File: config.mk
export PLATFORM = sky130hd
export DESIGN_NAME = pipe_ctrl_flat
export DESIGN_NICKNAME = d
export VERILOG_FILES = /design/src/rtl/pipe_ctrl_if.sv /design/src/rtl/pipe_ctrl.sv /design/src/flat_wrapper.sv
export SDC_FILE = /design/constraint.sdc
export NUM_CORES = 1
export LEC_CHECK = 0
export BUFFER_PORTS_ARGS = -buffer_cell sky130_fd_sc_hd__buf_2
export CELL_PAD_IN_SITES_DETAIL_PLACEMENT = 0
export CELL_PAD_IN_SITES_GLOBAL_PLACEMENT = 1
export CORE_UTILIZATION = 39
export CTS_BUF_LIST = sky130_fd_sc_hd__clkbuf_4 sky130_fd_sc_hd__clkbuf_8
export DETAILED_ROUTE_END_ITERATION = 8
export GPL_TIMING_DRIVEN = 0
export HOLD_SLACK_MARGIN = 0.02
export PLACE_DENSITY_LB_ADDON = 0.1
export SLEW_MARGIN = 10
export SYNTH_ARGS = -nofsm -noshare
export SYNTH_HDL_FRONTEND = slang
export SYNTH_SLANG_ARGS = --single-unit
File: constraint.sdc
create_clock -name clk -period 2.5 [get_ports clk]
set_input_delay 0 -clock clk [delete_from_list [all_inputs] [get_ports clk]]
set_output_delay 0 -clock clk [all_outputs]
set_load 0.01 [all_outputs]
File: src/rtl/pipe_ctrl_if.sv
// pipe_ctrl_if: bundle between the pipeline stages and the stall/flush sequencer.
//   Requests (pipeline -> sequencer):
//     stallreq_id     ID load-use hazard stall request
//     stallreq_ex     EX multi-cycle busy stall request
//     excp_i          exception taken in MEM
//     excp_handler_i  exception handler address
//     eret_i          eret retiring in MEM
//     epc_i           return address for eret
//   Controls (sequencer -> pipeline):
//     stall_o         per-stage hold enables (pc, if_id, id_ex, ex_mem, mem_wb, reserved)
//     flush_o         clear all pipeline registers
//     new_pc_o        redirect target, valid while flush_o=1
//     ex_abort_o      one-cycle cancel of the EX multi-cycle op
//     stall_cnt_o     saturating count of stalled cycles
// The master modport is the pipeline side; the slave modport is the sequencer.
interface pipe_ctrl_if #(
  parameter int CNT_W = 16
);
  logic             stallreq_id;
  logic             stallreq_ex;
  logic             excp_i;
  logic [31:0]      excp_handler_i;
  logic             eret_i;
  logic [31:0]      epc_i;
  logic [5:0]       stall_o;
  logic             flush_o;
  logic [31:0]      new_pc_o;
  logic             ex_abort_o;
  logic [CNT_W-1:0] stall_cnt_o;

  modport master (
    output stallreq_id, stallreq_ex, excp_i, excp_handler_i, eret_i, epc_i,
    input  stall_o, flush_o, new_pc_o, ex_abort_o, stall_cnt_o
  );

  modport slave (
    input  stallreq_id, stallreq_ex, excp_i, excp_handler_i, eret_i, epc_i,
    output stall_o, flush_o, new_pc_o, ex_abort_o, stall_cnt_o
  );
endinterface

File: src/rtl/pipe_ctrl.sv
// pipe_ctrl: central stall/flush sequencer for the 5-stage pipeline.
//   clk  rising-edge system clock
//   rst  asynchronous active-low reset
//   bus  pipe_ctrl_if.slave: stall requests and MEM exception/eret events in;
//        per-stage stall vector, flush pulse with redirect PC, EX watchdog
//        abort and saturating stall-cycle counter out.
// stall_o is combinational (same-cycle response to requests); every other
// output is registered.
module pipe_ctrl #(
  parameter int FLUSH_CYCLES = 1,
  parameter int WDOG_MAX     = 64,
  parameter int CNT_W        = 16
) (
  input  logic         clk,
  input  logic         rst,
  pipe_ctrl_if.slave   bus
);

  localparam int WDOG_W = $clog2(WDOG_MAX + 1);

  typedef enum logic {RUN, FLUSH} state_t;

  state_t            state_reg;
  logic              flush_reg;
  logic [31:0]       new_pc_reg;
  logic              abort_reg;
  logic [CNT_W-1:0]  cnt_reg;
  logic [WDOG_W-1:0] wdog_reg;
  logic [2:0]        flush_cnt_reg;
  logic [5:0]        stall_next;
  logic              redirect;

  assign redirect = bus.excp_i | bus.eret_i;

  // Stall vector: a redirect squashes everything, so nothing is held in that
  // cycle; EX outranks ID because holding ex_mem also covers the ID hazard.
  always_comb begin
    stall_next = 6'b000000;
    if (rst && (state_reg == RUN) && !redirect) begin
      if (bus.stallreq_ex) begin
        stall_next = 6'b001111;
      end else if (bus.stallreq_id) begin
        stall_next = 6'b000111;
      end
    end
  end

  always_ff @(posedge clk or negedge rst) begin
    if (!rst) begin
      state_reg     <= RUN;
      flush_reg     <= 1'b0;
      new_pc_reg    <= 32'h0;
      abort_reg     <= 1'b0;
      cnt_reg       <= '0;
      wdog_reg      <= '0;
      flush_cnt_reg <= 3'd0;
    end else begin
      abort_reg <= 1'b0;

      if ((stall_next != 6'b000000) && !(&cnt_reg)) begin
        cnt_reg <= cnt_reg + 1'b1;
      end

      case (state_reg)
        RUN: begin
          if (redirect) begin
            state_reg     <= FLUSH;
            flush_reg     <= 1'b1;
            new_pc_reg    <= bus.excp_i ? bus.excp_handler_i : bus.epc_i;
            flush_cnt_reg <= 3'd0;
            wdog_reg      <= '0;
          end else if (bus.stallreq_ex) begin
            // Count reaching WDOG_MAX on this edge: fire abort and restart.
            if (wdog_reg == WDOG_W'(WDOG_MAX - 1)) begin
              wdog_reg  <= '0;
              abort_reg <= 1'b1;
            end else begin
              wdog_reg <= wdog_reg + 1'b1;
            end
          end else begin
            wdog_reg <= '0;
          end
        end
        FLUSH: begin
          // Requests are ignored here: the instructions raising them are
          // being squashed.
          if (flush_cnt_reg == 3'(FLUSH_CYCLES - 1)) begin
            state_reg     <= RUN;
            flush_reg     <= 1'b0;
            flush_cnt_reg <= 3'd0;
          end else begin
            flush_cnt_reg <= flush_cnt_reg + 1'b1;
          end
        end
        default: state_reg <= RUN;
      endcase
    end
  end

  assign bus.stall_o     = stall_next;
  assign bus.flush_o     = flush_reg;
  assign bus.new_pc_o    = new_pc_reg;
  assign bus.ex_abort_o  = abort_reg;
  assign bus.stall_cnt_o = cnt_reg;

endmodule

File: src/flat_wrapper.sv
// flat-port wrapper written by rule: the top's interface ports become plain ports
module pipe_ctrl_flat 
#(
  parameter int FLUSH_CYCLES = 1,
  parameter int WDOG_MAX     = 64,
  parameter int CNT_W        = 16
)
  (clk, rst, bus_stallreq_id, bus_stallreq_ex, bus_excp_i, bus_excp_handler_i, bus_eret_i, bus_epc_i, bus_stall_o, bus_flush_o, bus_new_pc_o, bus_ex_abort_o, bus_stall_cnt_o);
  pipe_ctrl_if #(.CNT_W(CNT_W)) bus_i ();
  input  logic clk;
  input  logic rst;
  input wire logic [$bits(bus_i.stallreq_id)-1:0] bus_stallreq_id;
  input wire logic [$bits(bus_i.stallreq_ex)-1:0] bus_stallreq_ex;
  input wire logic [$bits(bus_i.excp_i)-1:0] bus_excp_i;
  input wire logic [$bits(bus_i.excp_handler_i)-1:0] bus_excp_handler_i;
  input wire logic [$bits(bus_i.eret_i)-1:0] bus_eret_i;
  input wire logic [$bits(bus_i.epc_i)-1:0] bus_epc_i;
  output wire logic [$bits(bus_i.stall_o)-1:0] bus_stall_o;
  output wire logic [$bits(bus_i.flush_o)-1:0] bus_flush_o;
  output wire logic [$bits(bus_i.new_pc_o)-1:0] bus_new_pc_o;
  output wire logic [$bits(bus_i.ex_abort_o)-1:0] bus_ex_abort_o;
  output wire logic [$bits(bus_i.stall_cnt_o)-1:0] bus_stall_cnt_o;
  assign bus_i.stallreq_id = bus_stallreq_id;
  assign bus_i.stallreq_ex = bus_stallreq_ex;
  assign bus_i.excp_i = bus_excp_i;
  assign bus_i.excp_handler_i = bus_excp_handler_i;
  assign bus_i.eret_i = bus_eret_i;
  assign bus_i.epc_i = bus_epc_i;
  assign bus_stall_o = bus_i.stall_o;
  assign bus_flush_o = bus_i.flush_o;
  assign bus_new_pc_o = bus_i.new_pc_o;
  assign bus_ex_abort_o = bus_i.ex_abort_o;
  assign bus_stall_cnt_o = bus_i.stall_cnt_o;
  pipe_ctrl #(.FLUSH_CYCLES(FLUSH_CYCLES), .WDOG_MAX(WDOG_MAX), .CNT_W(CNT_W)) u_core (.clk(clk), .rst(rst), .bus(bus_i));
endmodule
==> impl_metrics.prom <==
# TYPE chip_impl_metric gauge
chip_impl_metric{name="first_pass_grt_wire_length",unit="um"} 11920
chip_impl_metric{name="route.detailed.vias_per_inst",unit=""} 4.798
chip_impl_metric{name="number_of_global_route_vias_before_repair",unit=""} 2640
chip_impl_metric{name="drt_wl_total",unit="um"} 7539
chip_impl_metric{name="p_leak",unit="nW"} 2.350
chip_impl_metric{name="cap_violations",unit=""} 0
chip_impl_metric{name="area_growth_syn_to_layout",unit="%"} 53.20
chip_impl_metric{name="post_detailed_route_count_of_antenna_violating_nets",unit=""} 0
chip_impl_metric{name="worst-endpoint-required",unit="ps"} 2500
chip_impl_metric{name="die_x",unit="um"} 89.27
chip_impl_metric{name="drt_pass1_iterations",unit=""} 4
chip_impl_metric{name="synth.lib_cells_used.distinct",unit=""} 44
chip_impl_metric{name="power_density",unit="mW/mm2"} 773.3
chip_impl_metric{name="postSynthAreaPerCell",unit="um2"} 10.42
chip_impl_metric{name="antenna_cells",unit=""} 0
chip_impl_metric{name="final.min_clock_period",unit="ps"} 1987
chip_impl_metric{name="ys_seq_elements",unit=""} 61
chip_impl_metric{name="synth_enable_flop_cells",unit=""} 0
chip_impl_metric{name="post_route_cells_drive_above_1_share",unit=""} 0.3211
chip_impl_metric{name="final-setup-viol-count",unit=""} 0
chip_impl_metric{name="port-buffer-count",unit=""} 122
chip_impl_metric{name="final_hold_violation_count",unit=""} 0
chip_impl_metric{name="clock-sinks",unit=""} 61
chip_impl_metric{name="number_of_antenna_violations_at_the_first_check_in_global_routing",unit=""} 0
chip_impl_metric{name="setup-tns-final",unit="ps"} 0
chip_impl_metric{name="ff2ff_setup_slack",unit="ps"} 570
chip_impl_info{name="worst-setup-path-type",value="in -> out"} 1
chip_impl_metric{name="finalMaxSlewViolations",unit=""} 0
chip_impl_metric{name="area_of_the_placeable_core",unit="mm2"} 0.007292
chip_impl_metric{name="timing.final.ws_setup",unit="ps"} 512.8
chip_impl_metric{name="via_count",unit=""} 2821
chip_impl_metric{name="initial_core_util",unit=""} 0.4073
chip_impl_metric{name="rows",unit=""} 31
chip_impl_metric{name="worst_ir_drop_vdd",unit="V"} 0.0003903
chip_impl_metric{name="synth_sequential_area_ratio",unit=""} 0.5139
chip_impl_info{name="worstSetupStartpointType",value="input port"} 1
chip_impl_metric{name="post-route-drc-count",unit=""} 0
chip_impl_metric{name="clk_lat_worst_skew",unit="ps"} 330
chip_impl_metric{name="cts_buffers",unit=""} 9
chip_impl_metric{name="number_of_design_rule_violations_left_by_the_first_detailed_router_iteration",unit=""} 48
chip_impl_info{name="ys_dominant_reg_cell",value="sky130_fd_sc_hd__dfrtp_1"} 1
chip_impl_metric{name="netlist_area",unit="mm2"} 0.002970
chip_impl_info{name="hp-class",value="in -> reg"} 1
chip_impl_info{name="clockRootBuffer",value="sky130_fd_sc_hd__clkbuf_8"} 1
chip_impl_metric{name="htreeDepth",unit=""} 3
chip_impl_metric{name="die-area",unit="mm2"} 0.007969
chip_impl_metric{name="pin_count_of_the_biggest_net_entering_global_routing",unit=""} 64
chip_impl_metric{name="measured_slew_at_the_worst_slew_check_pin",unit="ps"} 776.0
chip_impl_info{name="tritoncts",value="done"} 1
chip_impl_metric{name="whs",unit="ps"} 200.0
chip_impl_info{name="layout_commonest_cell",value="sky130_fd_sc_hd__buf_2"} 1
chip_impl_info{name="critPathCaptureType",value="primary output"} 1
chip_impl_metric{name="clock.fmax",unit="GHz"} 0.5032
chip_impl_metric{name="gr-total-overflow",unit=""} 0
chip_impl_metric{name="maxSlewHeadroom",unit=""} 0.4827
chip_impl_metric{name="drt-wirelength-per-cell",unit="um"} 12.82
chip_impl_info{name="mostFrequentLayoutCells",value="sky130_fd_sc_hd__buf_2 (126), sky130_fd_sc_hd__dlygate4sd3_1 (67), sky130_fd_sc_hd__dfrtp_1 (61)"} 1
chip_impl_metric{name="yosysWarningCount",unit=""} 0
chip_impl_metric{name="die_y",unit="um"} 89.27
chip_impl_metric{name="detailed_place_hpwl",unit="um"} 4937
chip_impl_metric{name="finalClockSkew",unit="ps"} 4.733
chip_impl_metric{name="globalplace.congestion",unit=""} 0.7761
chip_impl_metric{name="largest_register_ffs",unit=""} 32
chip_impl_metric{name="syn-instance-count",unit=""} 285
chip_impl_metric{name="critical_path_peak_fanout",unit=""} 63
chip_impl_metric{name="clkTransAtPathRegs",unit="ps"} 60
chip_impl_info{name="outcome",value="completed"} 1
chip_impl_metric{name="nets",unit=""} 560
chip_impl_metric{name="timing.critical_path.arrival",unit="ps"} 1990
chip_impl_metric{name="preCtsSetupSlack",unit="ps"} 564.3
chip_impl_metric{name="ctsResizeCount",unit=""} 0
chip_impl_metric{name="cts_max_path_bufs",unit=""} 2
chip_impl_info{name="grt_setup_unrepaired",value="false"} 1
chip_impl_metric{name="async_reset_ff_frac",unit=""} 1.000
chip_impl_metric{name="combined_global_route_utilization_of_all_metal_layers",unit=""} 0.1983
chip_impl_metric{name="post-route-period-util",unit=""} 0.7949
chip_impl_metric{name="io_pins",unit=""} 126
power by group:
part,total (W),switching (W),internal [W]
Sequential,0.00151,0.000204,0.00131
Clock,0.000763,0.000352,0.000411
Combinational,0.00124,0.000691,0.000553
Total,0.00352,0.00125,0.00227
final timing paths:
path / startpoint / to / depth (start not counted)
hold reg to reg: u_core.wdog_reg[6]$_DFFE_PN0N_ / u_core.bus.ex_abort_o$_DFF_PN0_ / 1
max in group asynchronous: rst / u_core.bus.new_pc_o[31]$_DFFE_PN0P_ / 2
setup reg to reg: u_core.bus.stall_cnt_o[0]$_DFFE_PN0P_ / u_core.bus.stall_cnt_o[1]$_DFFE_PN0P_ / 5
setup / recovery: rst / bus_stall_o[2] / 7
hold / removal: bus_excp_i / u_core.flush_cnt_reg[1]$_DFFE_PN0P_ / 4
min in group asynchronous: rst / u_core.wdog_reg[5]$_DFFE_PN0N_ / 2
critical path, cell delays in order:
cell	delay, ps
sky130_fd_sc_hd__dlygate4sd3_1	520
sky130_fd_sc_hd__buf_4	610
sky130_fd_sc_hd__o21a_1	290
sky130_fd_sc_hd__nand2_2	140
sky130_fd_sc_hd__inv_1	160
sky130_fd_sc_hd__buf_4	120
sky130_fd_sc_hd__buf_2	110
routing by layer:
metal	up-vias	GRT usage	wire length [um]
met5	-	0	0
met4	0	0.06494	80
met3	8	0.04986	364
met2	84	0.3449	3774
met1	1327	0.2410	3321
li1	1402	-	-
per-stage QoR:
step / cells / utilization / power (W) / instance area (um2)
floorplan: 286 / - / 0.002145 / 2974
global placement: 507 / 0.5086 / 0.002660 / 3709
detailed placement: 507 / 0.5089 / 0.002690 / 3711
CTS: 588 / 0.6241 / 0.003561 / 4551
global route: 588 / 0.6241 / 0.003788 / 4551
finish: 588 / 0.6241 / 0.003519 / 4551
cell families after synthesis:
logic type                 after synthesis  share of synthesized area
AOI/OAI and AO/OA                       53                    0.09857
xor gates and xnor gates                12                    0.03538
adders and majority gates                4                    0.01685
buffers and inverters                   22                    0.03496
DFF                                     61                     0.5139
muxes                                   36                     0.1238
other                                    1                   0.001262
and+or+nand+nor                         96                     0.1752
synthesized netlist by cell type, types with 2 or more instances:
cell / count / share of area
sky130_fd_sc_hd__and3_1: 3 / 0.0063
sky130_fd_sc_hd__nand3_1: 6 / 0.010
sky130_fd_sc_hd__buf_4: 4 / 0.010
sky130_fd_sc_hd__inv_1: 6 / 0.0076
sky130_fd_sc_hd__o21ai_0: 39 / 0.066
sky130_fd_sc_hd__ha_1: 4 / 0.017
sky130_fd_sc_hd__clkbuf_1: 7 / 0.0088
sky130_fd_sc_hd__a21oi_1: 4 / 0.0067
sky130_fd_sc_hd__nor2_1: 8 / 0.010
sky130_fd_sc_hd__buf_2: 5 / 0.0084
sky130_fd_sc_hd__nor4b_2: 2 / 0.010
sky130_fd_sc_hd__nor3_1: 9 / 0.015
sky130_fd_sc_hd__nand4_1: 5 / 0.011
sky130_fd_sc_hd__mux2i_1: 33 / 0.11
sky130_fd_sc_hd__xnor2_1: 2 / 0.0059
sky130_fd_sc_hd__a22o_1: 2 / 0.0059
sky130_fd_sc_hd__and4_1: 3 / 0.0088
sky130_fd_sc_hd__nand2_1: 46 / 0.058
sky130_fd_sc_hd__dfrtp_1: 61 / 0.51
sky130_fd_sc_hd__o21a_1: 2 / 0.0051
sky130_fd_sc_hd__a31oi_1: 2 / 0.0042
sky130_fd_sc_hd__xor2_1: 10 / 0.029
cell type report:
cell class              instances  area (um2)
inverters                       6       22.52
well taps                      99       123.9
fillers                       640        2741
clock inverters                 2       10.01
clock buffers                  12       158.9
plain buffers                  16       81.33
flip-flops and latches         61        1526
repair buffers                189        1284
multi-input cells             203        1344
repair_timing:
| item | CTS | global route |
|---|---|---|
| hold endpoints to repair | 95 | 0 |
| setup buffers | 0 | 0 |
| hold buffers | 67 | 0 |
(Power assumes the default switching activity.)
